File: src/rtl/seq_hasher_pkg.sv
// Shared types and helpers for the sequential hasher: FSM state, default seed,
// length-port sizing and per-byte length masking.
package seq_hasher_pkg;

    typedef enum logic [1:0] {
        IDLE = 2'd0,
        MIX  = 2'd1,
        DONE = 2'd2
    } state_t;

    localparam logic [31:0] DEFAULT_SEED = 32'h9E3779B9;

    // Byte count of a 2*hash_w message word needs one extra bit to express "all bytes".
    function automatic int calc_len_w(input int hash_w);
        return $clog2(2 * hash_w / 8) + 1;
    endfunction

    function automatic logic [7:0] byte_mask(input int idx, input int len);
        return (idx < len) ? 8'hFF : 8'h00;
    endfunction

endpackage

File: src/rtl/hash_round.sv
// One rotate-xor-add mixing round, purely combinational (zero latency, no flow control).
// h' = rotl(h ^ a, ROT_AMT) + b ; a' = b ; b' = a ^ h'
module hash_round #(
    parameter int HASH_W  = 32,
    parameter int ROT_AMT = 5
) (
    input  logic [HASH_W-1:0] i_h,
    input  logic [HASH_W-1:0] i_a,
    input  logic [HASH_W-1:0] i_b,
    output logic [HASH_W-1:0] o_h,
    output logic [HASH_W-1:0] o_a,
    output logic [HASH_W-1:0] o_b
);

    logic [HASH_W-1:0] w_x;
    logic [HASH_W-1:0] w_rot;

    assign w_x = i_h ^ i_a;

    rotator #(
        .W    (HASH_W),
        .DIST (ROT_AMT),
        .LEFT (1'b1)
    ) u_rot (
        .i_dat (w_x),
        .o_dat (w_rot)
    );

    assign o_h = w_rot + i_b;
    assign o_a = i_b;
    assign o_b = i_a ^ o_h;

endmodule

File: src/rtl/rotator.sv
// Combinational fixed-distance rotator; zero latency, no flow control.
// LEFT=1 rotates towards the MSB, LEFT=0 towards the LSB.
module rotator #(
    parameter int W    = 32,
    parameter int DIST = 1,
    parameter bit LEFT = 1'b1
) (
    input  logic [W-1:0] i_dat,
    output logic [W-1:0] o_dat
);

    localparam int D = DIST % W;

    generate
        if (D == 0) begin : g_none
            assign o_dat = i_dat;
        end else if (LEFT) begin : g_left
            assign o_dat = {i_dat[W-D-1:0], i_dat[W-1:W-D]};
        end else begin : g_right
            assign o_dat = {i_dat[D-1:0], i_dat[W-1:D]};
        end
    endgenerate

endmodule

File: src/rtl/seq_hasher.sv
// Multi-cycle hasher: one round per clock, digest ROUNDS cycles after the accept edge (1 for zero length);
// in_ready low while mixing, digest held until out_ready. SEQ_HASHER_CHAIN_EN chains words via in_last.
module seq_hasher
    import seq_hasher_pkg::*;
#(
    parameter int                HASH_W  = 32,
    parameter int                ROUNDS  = 4,
    parameter int                ROT_AMT = 5,
    parameter logic [HASH_W-1:0] SEED    = HASH_W'(DEFAULT_SEED),
    parameter int                LEN_W   = calc_len_w(HASH_W)
) (
    input  logic                  clk,
    input  logic                  reset,
    input  logic                  in_valid,
    output logic                  in_ready,
    input  logic [2*HASH_W-1:0]   data,
    input  logic [LEN_W-1:0]      data_len,
`ifdef SEQ_HASHER_CHAIN_EN
    input  logic                  in_last,
`endif
    output logic                  out_valid,
    input  logic                  out_ready,
    output logic [HASH_W-1:0]     hash
);

    localparam int DW    = 2 * HASH_W;
    localparam int NB    = DW / 8;
    localparam int CNT_W = (ROUNDS > 1) ? $clog2(ROUNDS) : 1;
    localparam logic [LEN_W-1:0] NB_L     = LEN_W'(NB);
    localparam logic [CNT_W-1:0] LAST_RND = CNT_W'(ROUNDS - 1);

    state_t            r_state;
    logic [HASH_W-1:0] r_h;
    logic [HASH_W-1:0] r_a;
    logic [HASH_W-1:0] r_b;
    logic [HASH_W-1:0] r_hash;
    logic [CNT_W-1:0]  r_cnt;
    logic              r_last;

    logic [LEN_W-1:0]  w_len_eff;
    logic [DW-1:0]     w_m;
    logic [HASH_W-1:0] w_base;
    logic [HASH_W-1:0] w_h_init;
    logic [HASH_W-1:0] w_h_n;
    logic [HASH_W-1:0] w_a_n;
    logic [HASH_W-1:0] w_b_n;
    logic              w_in_last;
    logic              w_acc;

    assign w_len_eff = (data_len > NB_L) ? NB_L : data_len;

    genvar gi;
    generate
        for (gi = 0; gi < NB; gi++) begin : g_mask
            assign w_m[8*gi +: 8] = data[8*gi +: 8] & byte_mask(gi, int'(w_len_eff));
        end
    endgenerate

`ifdef SEQ_HASHER_CHAIN_EN
    // r_first marks the start of a chain: after reset or after a last word.
    logic r_first;
    assign w_base    = r_first ? SEED : r_h;
    assign w_in_last = in_last;
`else
    assign w_base    = SEED;
    assign w_in_last = 1'b1;
`endif

    assign w_h_init  = w_base ^ HASH_W'(w_len_eff);
    assign in_ready  = (r_state == IDLE) || ((r_state == DONE) && out_ready);
    assign w_acc     = in_valid && in_ready;
    assign out_valid = (r_state == DONE);
    assign hash      = r_hash;

    hash_round #(
        .HASH_W  (HASH_W),
        .ROT_AMT (ROT_AMT)
    ) u_round (
        .i_h (r_h),
        .i_a (r_a),
        .i_b (r_b),
        .o_h (w_h_n),
        .o_a (w_a_n),
        .o_b (w_b_n)
    );

    always_ff @(posedge clk) begin
        if (reset) begin
            r_state <= IDLE;
            r_h     <= '0;
            r_a     <= '0;
            r_b     <= '0;
            r_hash  <= '0;
            r_cnt   <= '0;
            r_last  <= 1'b1;
`ifdef SEQ_HASHER_CHAIN_EN
            r_first <= 1'b1;
`endif
        end else if (w_acc) begin
            r_h    <= w_h_init;
            r_a    <= w_m[HASH_W-1:0];
            r_b    <= w_m[DW-1:HASH_W];
            r_cnt  <= '0;
            r_last <= w_in_last;
`ifdef SEQ_HASHER_CHAIN_EN
            r_first <= in_last;
`endif
            // Empty words bypass mixing entirely.
            if (w_len_eff == '0) begin
                if (w_in_last) begin
                    r_hash  <= w_h_init;
                    r_state <= DONE;
                end else begin
                    r_state <= IDLE;
                end
            end else begin
                r_state <= MIX;
            end
        end else begin
            case (r_state)
                MIX: begin
                    r_h   <= w_h_n;
                    r_a   <= w_a_n;
                    r_b   <= w_b_n;
                    r_cnt <= r_cnt + CNT_W'(1);
                    if (r_cnt == LAST_RND) begin
                        if (r_last) begin
                            r_hash  <= w_h_n;
                            r_state <= DONE;
                        end else begin
                            r_state <= IDLE;
                        end
                    end
                end
                DONE: begin
                    if (out_ready) begin
                        r_state <= IDLE;
                    end
                end
                default: begin
                end
            endcase
        end
    end

endmodule

File: config.mk
export PLATFORM = sky130hd
export DESIGN_NAME = seq_hasher
export DESIGN_NICKNAME = d
export VERILOG_FILES = /design/src/rtl/seq_hasher_pkg.sv /design/src/rtl/hash_round.sv /design/src/rtl/rotator.sv /design/src/rtl/seq_hasher.sv
export SDC_FILE = /design/constraint.sdc
export NUM_CORES = 1
export LEC_CHECK = 0
export CAP_MARGIN = 20
export CELL_PAD_IN_SITES_DETAIL_PLACEMENT = 2
export CELL_PAD_IN_SITES_GLOBAL_PLACEMENT = 2
export CORE_AREA = 2 2 153 155
export CTS_BUF_LIST = sky130_fd_sc_hd__clkbuf_4
export DETAILED_ROUTE_END_ITERATION = 7
export DIE_AREA = 0 0 155 157
export GPL_ROUTABILITY_DRIVEN = 0
export PLACE_DENSITY_LB_ADDON = 0.1
export SETUP_SLACK_MARGIN = 0.4
export SLEW_MARGIN = 20
export SYNTH_ARGS = -nofsm -noshare
export SYNTH_HDL_FRONTEND = slang
export SYNTH_SLANG_ARGS = --single-unit
File: constraint.sdc
create_clock -name clk -period 3.4 [get_ports clk]
set_input_delay 0.34 -clock clk [delete_from_list [all_inputs] [get_ports clk]]
set_output_delay 0.34 -clock clk [all_outputs]
set_load 0.05 [all_outputs]
### Word-level counts from Yosys, hierarchy flattened

Cells that the tools add are included.

| storage, ports and cells | value |
|---|---|
| memory bits (writable) | 0 |
| logic and storage cells | 70 |
| memories kept | 0 |
| bits in latches | 0 |
| register bits after elaboration | 132 |
| ROM bits | 0 |

| operators by class | value |
|---|---|
| bitwise gates (word level) | 11 |
| divide/modulo/power cells | 0 |
| $add $sub $neg | 2 |
| order comparisons | 9 |
| eq/ne operators | 6 |
| shift operators | 0 |
| reductions and logical operators | 11 |
| multipliers | 0 |
| muxes and demuxes | 24 |

Operator list:

| cell | number |
|---|---|
| $mux 32 | 10 |
| $and 8x8->8 | 8 |
| $mux 8 | 8 |
| $xor 32x32->32 | 2 |
| $add 32x32->32 | 1 |
| $not 2->20 | 1 |
| $lt 3x4->1 const A | 4 |
| $lt 1x4->1 const A | 2 |
| $lt 2x4->1 const A | 2 |
| $mux 2 | 4 |
| $reduce_and 3->1 | 2 |
| $eq 2x2->1 const B | 2 |
| $gt 4x4->1 const B | 1 |
| $logic_not 4->1 | 1 |
| $mux 4 | 1 |
| $pmux 2 s2 | 1 |
| $reduce_bool 2->1 | 2 |
| $ne 3x1->1 const B | 1 |
| $ne 3x3->1 const B | 1 |
| $reduce_bool 3->1 | 1 |
| $add 2x1->2 const B | 1 |
| $eq 2x1->1 const B | 1 |
| $logic_and 1x1->1 | 2 |
| $logic_not 2->1 | 1 |
| 3 further kinds | 3 |

### Longest topological paths before layout

Gate-level depths: netlist of run 1.

| logic depth | value |
|---|---|
| word-level depth | 6 |
| mapped depth | 12 |

### By module

A second synthesis of run 1 with hierarchy kept.

| unflattened totals | value |
|---|---|
| cell total of the unflattened synthesis | 1009 |
| area, all modules | 8222.9 um2 |

Modules (own cells, without submodules):

| module | instances | cells an instance | area an instance (um2) |
|---|---|---|---|
| seq_hasher | 1 | 614 | 5305.1 |
| hash_round | 1 | 363 | 2677.6 |
| rotator | 1 | 32 | 240.2 |

### Least setup slack after synthesis of run 1

No wires, ideal clock.

| timing path | value |
|---|---|
| path kind | reg2reg |
| start | reg r_a[28] |
| end | reg r_b[27] |
| path slack | 679 ps |
| setup time | 103 ps |
| stages on the path, launching flop included | 11 |
| data arrival time | 2617 ps |
| required time | 3297 ps |
| cell sequence | dfxtp_1 xor2_1 ha_1 a211oi_2 o211ai_2 a21oi_2 o221ai_4 o31ai_4 o21a_1 xor3_1 a2111oi_2 |

| between the ends | value |
|---|---|
| longest elaborated chain between the ends | 5 |

Ends and longest elaborated chain:

| what | RTL line | RTL |
|---|---|---|
| from (decl) | seq_hasher.sv:34 | `logic [HASH_W-1:0] r_a;` |
| from (signal assigned) | seq_hasher.sv:101 | `r_a <= w_m[HASH_W-1:0];` |
| from (signal assigned) | seq_hasher.sv:123 | `r_a <= w_a_n;` |
| $xor 32x32->32 | hash_round.sv:18 | `assign w_x = i_h ^ i_a;` |
| $add 32x32->32 | hash_round.sv:29 | `assign o_h = w_rot + i_b;` |
| $xor 32x32->32 | hash_round.sv:31 | `assign o_b = i_a ^ o_h;` |
| $mux 32 | seq_hasher.sv:120 | `case (r_state)` |
| $mux 32 | seq_hasher.sv:99 | `end else if (w_acc) begin` |
| to (signal assigned) | seq_hasher.sv:102 | `r_b <= w_m[DW-1:HASH_W];` |
| to (signal assigned) | seq_hasher.sv:124 | `r_b <= w_b_n;` |
| to (decl) | seq_hasher.sv:35 | `logic [HASH_W-1:0] r_b;` |

Every way passes these cells. The select of a mux whose other input is x is not followed.
A chain may end at the register's enable or synchronous reset.

### Worst setup path in the final report of run 1

| timing path | value |
|---|---|
| start | reg r_a[27] |
| end | reg r_b[27] |

| between the ends | value |
|---|---|
| longest elaborated chain between the ends | 5 |

Ends and longest elaborated chain:

| what | RTL line |
|---|---|
| $xor 32x32->32 | hash_round.sv:18 |
| $add 32x32->32 | hash_round.sv:29 |
| $xor 32x32->32 * | hash_round.sv:31 |
| $mux 32 * | seq_hasher.sv:120 |
| $mux 32 * | seq_hasher.sv:99 |

Mark *: on every way between the ends. The rest lies on a longest branch, timed or not. The select of a mux whose other input is x is not followed.

==> impl_metrics.yaml, run 1 <==
drt:
  num_vias: 7471
  drt_iter0_drc: 446
  route.detailed.drc: 0
  ant_nets: 0
  wl_um: 30700
  via_per_inst: 5.68
  drt-wirelength-per-cell_um: 23.3
  drtPass1Iterations: 5
logic_synthesis:
  yosys_warnings: 0
  synth_edf_count: 0
  ys_seq_elements: 132
  synth_area_um2: 7640
  ys_seq_area_frac: 0.346
  ys_types: 68
  async_flop_share: 0
  avgSynthCellArea_um2: 8.38
  synth_ff_type: "dfxtp_1"
  synth.net_count: 1020
  synth_cells: 912
sta:
  fin_tns_setup_ns: 0
  slew_headroom: 0.533
  min_period_ns: 2.89
  hold_slack_ns: 0.0510
  postLayoutSetupSlackWorst_ns: 0.510
  setup_viol: 0
  finalMaxSlewViolations: 0
  post-route-period-util: 0.850
  skew_ns: 0.0294
  worst_pin_slew_ns: 0.698
  hold_viol: 0
  rsz0062_at_grt: "true"
  fmax_ghz: 0.346
placed_design:
  dp_hpwl_um: 22000
  pre_cts_slack_ns: 0.169
  io_buffers: 105
power:
  leakagePower_nw: 3.77
  total_power_w: 0.00606
  ir_drop_mv: 0.262
  power_density_nw_per_um2: 617
die:
  die_x_um: 155
  dieHeight_um: 157
  die_area_um2: 24300
  coreArea_um2: 22500
  rows: 55
  initial_core_util: 0.340
  ios: 106
setup_path:
  slowest_delay_ns: 0.38
  r2r_slack_ns: 0.51
  reg2reg_depth: 11
  rr_endpoint: "r_b[27]"
  required_ns: 3.87
  reg2reg_from: "r_a[27]"
  crit_path_start_kind: "flop"
  slowest_stage: "dfxtp_4"
  crit_chain: "xor2_1, ha_2, buf_4, a211oi_4, o211ai_2, a21oi_2, o221ai_4, o31ai_4, o21a_1, xor3_1, a2111oi_2"
  arrival_ns: 3.36
  crit_path_max_fanout: 3
  path_class: "flop to flop"
  cp-end-kind: "flop"
global_routing:
  track_usage: 0.254
  antenna_found_initial: 1
  grt_pass1_vias: 7885
  grt_first_pass_wirelength_um: 46900
  overflow: 0
  grt_max_degree: 91
clock_network:
  cts_root_buf: "clkbuf_4"
  clk_latency_ns: 0.58
  cts_tree: "done"
  htree_levels: 4
  cts_sinks: 132
  clk_pin_slew_ns: 0.14
  numCtsBuffers: 17
  cts_hold_buffers: 0
  cts_max_path_buffers: 2
finish:
  syn2layout_area_growth_pct: 28.6
  final_cell_mix: "nor2_1 (114), dfxtp_1 (109), clkdlybuf4s50_1 (104)"
  layout-drive-gt1-share: 0.155
  nets: 1124
  final_common_cell: "nor2_1"
hold_path:
  hold_path.class: "primary input to flop"
  worstHoldStart: "reset"
  holdPathEnd: "hash[26]"
  whs_path_depth: 2
job:
  drv_cap: 0
run_status:
  status: "finished clean"
==> worst max-delay path: cells and delay by family, from the launching register on <==
kind	cells	cell delay [ns]
compound gates	7	1.66
xor+xnor	2	0.40
fa+ha+maj	1	0.19
buf+inv	1	0.14
flops	1	0.38
==> cell families (layout without fill, tap and decap cells) <==
family / count (synthesis) / count (layout) / share of synthesized area
simple gates: 294 / 294 / 0.171
other cells: 0 / 1 / 0
xor+xnor: 91 / 91 / 0.112
fa+ha+maj: 36 / 36 / 0.0599
buf+inv: 78 / 195 / 0.0426
mux: 1 / 1 / 0.00131
flops: 132 / 132 / 0.346
compound gates: 280 / 280 / 0.268
==> worst max path at each step <==
stage | start | to | slack [ns] | depth (start not counted)
after detailed placement | r_a[27] | r_b[16] | 0.17 | 12
after global routing | r_a[28] | r_b[27] | 0.33 | 10
final | r_a[27] | r_b[27] | 0.51 | 11
after CTS | r_a[28] | r_b[27] | 0.32 | 10
after global placement | r_a[27] | r_b[16] | 0.26 | 12
after floorplan | r_a[28] | r_b[27] | 0.68 | 10
==> through the flow <==
step	instance area, um2	cells	utilization
after floorplan	7640	912	-
after global routing	9830	1315	0.437
after CTS	9480	1308	0.421
final	9830	1315	0.437
after global placement	9070	1275	0.403
after detailed placement	9070	1275	0.403
==> timing repair <==
item	in CTS	in global routing
buffers inserted	1	6
setup endpoints to repair	15	31
gates resized for setup	14	68
cloned	0	0
pin swaps	1	12
==> power breakdown <==
group	switching (W)	internal (W)	total, W
logic	0.00169	0.00110	0.00279
clock network	0.000690	0.000601	0.00129
registers	0.000221	0.00176	0.00198
==> Yosys cell counts (all sizes together), types with 4 or more instances <==
master     n  area share
ha        35       0.057
inv       20      0.0098
o221ai     6      0.0092
nor3      43       0.028
nand2     77       0.038
o31ai      4      0.0064
o22ai     10      0.0082
nand3     10      0.0066
dfxtp    132        0.35
a2111oi    5      0.0074
o2111ai    5      0.0057
o21ai     23       0.015
o211ai     7      0.0088
or3        6      0.0049
a21o      10      0.0098
a22oi     30       0.029
o21a       6      0.0059
a21oi     83       0.056
nand2b     7      0.0057
a222oi     9       0.012
o21bai     5      0.0069
a221oi    14       0.016
a211oi    36       0.036
nor4       8      0.0066
nand4      7      0.0057
and2       4      0.0034
xor2      54       0.062
nand3b     5      0.0049
a31oi     12       0.014
clkbuf    43       0.021
xnor2     33       0.038
buf       15       0.012
nor2     116       0.057
==> sequential cells by signal, indices dropped and copies added (netlist names) <==
| name | flops |
|---|---|
| r_a | 32 |
| r_b | 32 |
| r_h | 32 |
| r_cnt | 2 |
| hash | 32 |
| r_state | 2 |
==> layout make-up <==
class | instances | area [um2]
fill | 2532 | 12700
timing repair buffer | 143 | 1360
sequential | 132 | 2680
clock inverter | 14 | 200
clock buffer | 18 | 135
antenna | 1 | 2.50
inverter | 20 | 75.1
tap | 285 | 357
multi-input combinational | 702 | 5020
==> per-layer routing <==
| layer | wire, um | global-route usage |
|---|---|---|
| met1 | 14600 | 0.336 |
| met2 | 14800 | 0.430 |
| met3 | 667 | 0.0314 |
| met4 | 664 | 0.0807 |
| met5 | 0 | 0 |
(Power assumes the default switching activity.)
==> run 2, diff against run 1 <==
==> constraint.sdc (replaced) <==
create_clock -name clk -period 3 [get_ports clk]
set_input_delay 0.3 -clock clk [delete_from_list [all_inputs] [get_ports clk]]
set_output_delay 0.3 -clock clk [all_outputs]
set_load 0.05 [all_outputs]
==> impl_metrics.yaml, run 2 (synthesis gave the netlist of run 1 again) <==
sta:
  hold_viol: 0
  finalMaxSlewViolations: 0
  min_period_ns: 2.96
  skew_ns: 0.0386
  post-route-period-util: 0.987
  rsz0062_at_grt: "true"
  worst_pin_slew_ns: 0.884
  slew_headroom: 0.408
  setup_viol: 0
  hold_slack_ns: 0.125
  fmax_ghz: 0.338
drt:
  num_vias: 8310
  via_per_inst: 6.03
  wl_um: 38700
  drt_iter0_drc: 584
  wl_met1_um: 16400
  met2WireLength_um: 19100
  ant_nets: 0
  top_layer: "met4"
  dr_wl_met3_um: 1930
  route.detailed.drc: 0
  drtPass1Iterations: 5
  drt-wirelength-per-cell_um: 28.0
clock_network:
  cts_tree: "done"
  cts_max_path_buffers: 2
  htree_levels: 4
  cts_root_buf: "clkbuf_4"
  cts_sinks: 132
  numCtsBuffers: 17
  clk_pin_slew_ns: 0.16
  clk_latency_ns: 0.63
power:
  leakagePower_nw: 4.21
  power_density_nw_per_um2: 718
  ir_drop_mv: 0.348
  total_power_w: 0.00793
setup_path:
  crit_path_start_kind: "flop"
  cp-end-kind: "flop"
  reg2reg_from: "r_a[13]"
  path_class: "flop to flop"
  rr_endpoint: "r_b[25]"
  reg2reg_depth: 11
  required_ns: 3.54
  crit_path_max_fanout: 5
  arrival_ns: 3.50
  r2r_slack_ns: 0.04
die:
  die_area_um2: 24300
  ios: 106
  initial_core_util: 0.340
  die_x_um: 155
  rows: 55
  dieHeight_um: 157
  coreArea_um2: 22500
finish:
  nets: 1187
  fin_area_um2: 11100
  syn2layout_area_growth_pct: 44.7
  final_common_cell: "nor2_1"
  final_cell_mix: "nor2_1 (107), clkdlybuf4s50_1 (103), dfxtp_1 (99)"
  layout-drive-gt1-share: 0.296
  stdcell_count: 1379
global_routing:
  grt_first_pass_wirelength_um: 49800
  antenna_found_initial: 1
  overflow: 0
  grt_max_degree: 65
  track_usage: 0.270
  grt_pass1_vias: 8443
hold_path:
  whs_path_depth: 2
  hold_path.class: "primary input to flop"
  worstHoldStart: "reset"
  holdPathEnd: "r_a[26]"
job:
  drv_cap: 0
placed_design:
  dp_hpwl_um: 22500
  dpl-instance-area_um2: 9270
  io_buffers: 105
  dpl.cell_count: 1296
run_status:
  status: "finished clean"
-- run 2: changes by cell type in the layout (fill, tap and decap cells not counted), sizes merged --
cell           delta
clkdlybuf4s50     -1
buf              +63
diode             +1
dlymetal6s2s      +1
clkinvlp          +1
bufinv            -1
-- run 2: per-layer routing --
| metal | track usage | up-vias |
|---|---|---|
| met5 | 0 | - |
| met4 | 0.0944 | 0 |
| met3 | 0.0424 | 81 |
| met2 | 0.452 | 323 |
| met1 | 0.353 | 4255 |
| li1 | - | 3651 |
-- run 2: repair_timing --
item                                    CTS  global route
hold buffers                              0             0
hold endpoints to repair                  0             0
buffers inserted                         28            21
resized for setup                       111           118
pin swaps                                42            47
endpoints found under the setup margin   61            64
-- run 2: worst max path at each step --
stage / startpoint / to / slack (ns) / cells after the start
floorplan: r_a[28] / r_b[27] / 0.38 / 10
CTS: r_h[28] / r_b[27] / 0.24 / 10
detailed placement: r_a[28] / r_b[25] / -0.03 / 10
global placement: r_a[31] / r_b[25] / 0.1 / 10
finish: r_a[13] / r_b[25] / 0.04 / 11
global route: r_h[1] / r_b[17] / -0.06 / 12
-- run 2: report_power, final --
| group | leakage (nW) | internal (W) | switching, W |
|---|---|---|---|
| combinational | 2.95 | 0.00175 | 0.00246 |
| sequential | 1.10 | 0.00200 | 0.000286 |
| clock | 0.160 | 0.000595 | 0.000839 |
| total | 4.21 | 0.00435 | 0.00359 |
-- run 2: stage by stage --
stage	util	TNS [ns]	setup slack, ns
after global routing	0.491	-0.160	-0.0629
after CTS	0.459	0	0.241
after global placement	0.412	0	0.0967
after floorplan	-	0	0.377
final	0.491	0	0.0393
after detailed placement	0.412	-0.0289	-0.0289
-- run 2: layout make-up --
class	instances	area, um2
Antenna cell	2	5.00
Clock inverter	14	175
Multi-Input combinational cell	702	5700
Fill cell	2395	11400
Sequential cell	132	2720
Tap cell	285	357
Timing Repair Buffer	206	1890
Clock buffer	18	135
Inverter	20	75.1
-- run 2: worst max-delay path: stages (launching register included) --
cell       delay, ns
dfxtp_1         0.43
xor2_1          0.28
ha_1            0.30
and2_4          0.23
nand3_2         0.10
a311oi_2        0.34
a21o_1          0.25
o21ai_2         0.08
xor2_1          0.18
buf_4           0.18
xor2_1          0.16
a2111oi_2       0.35
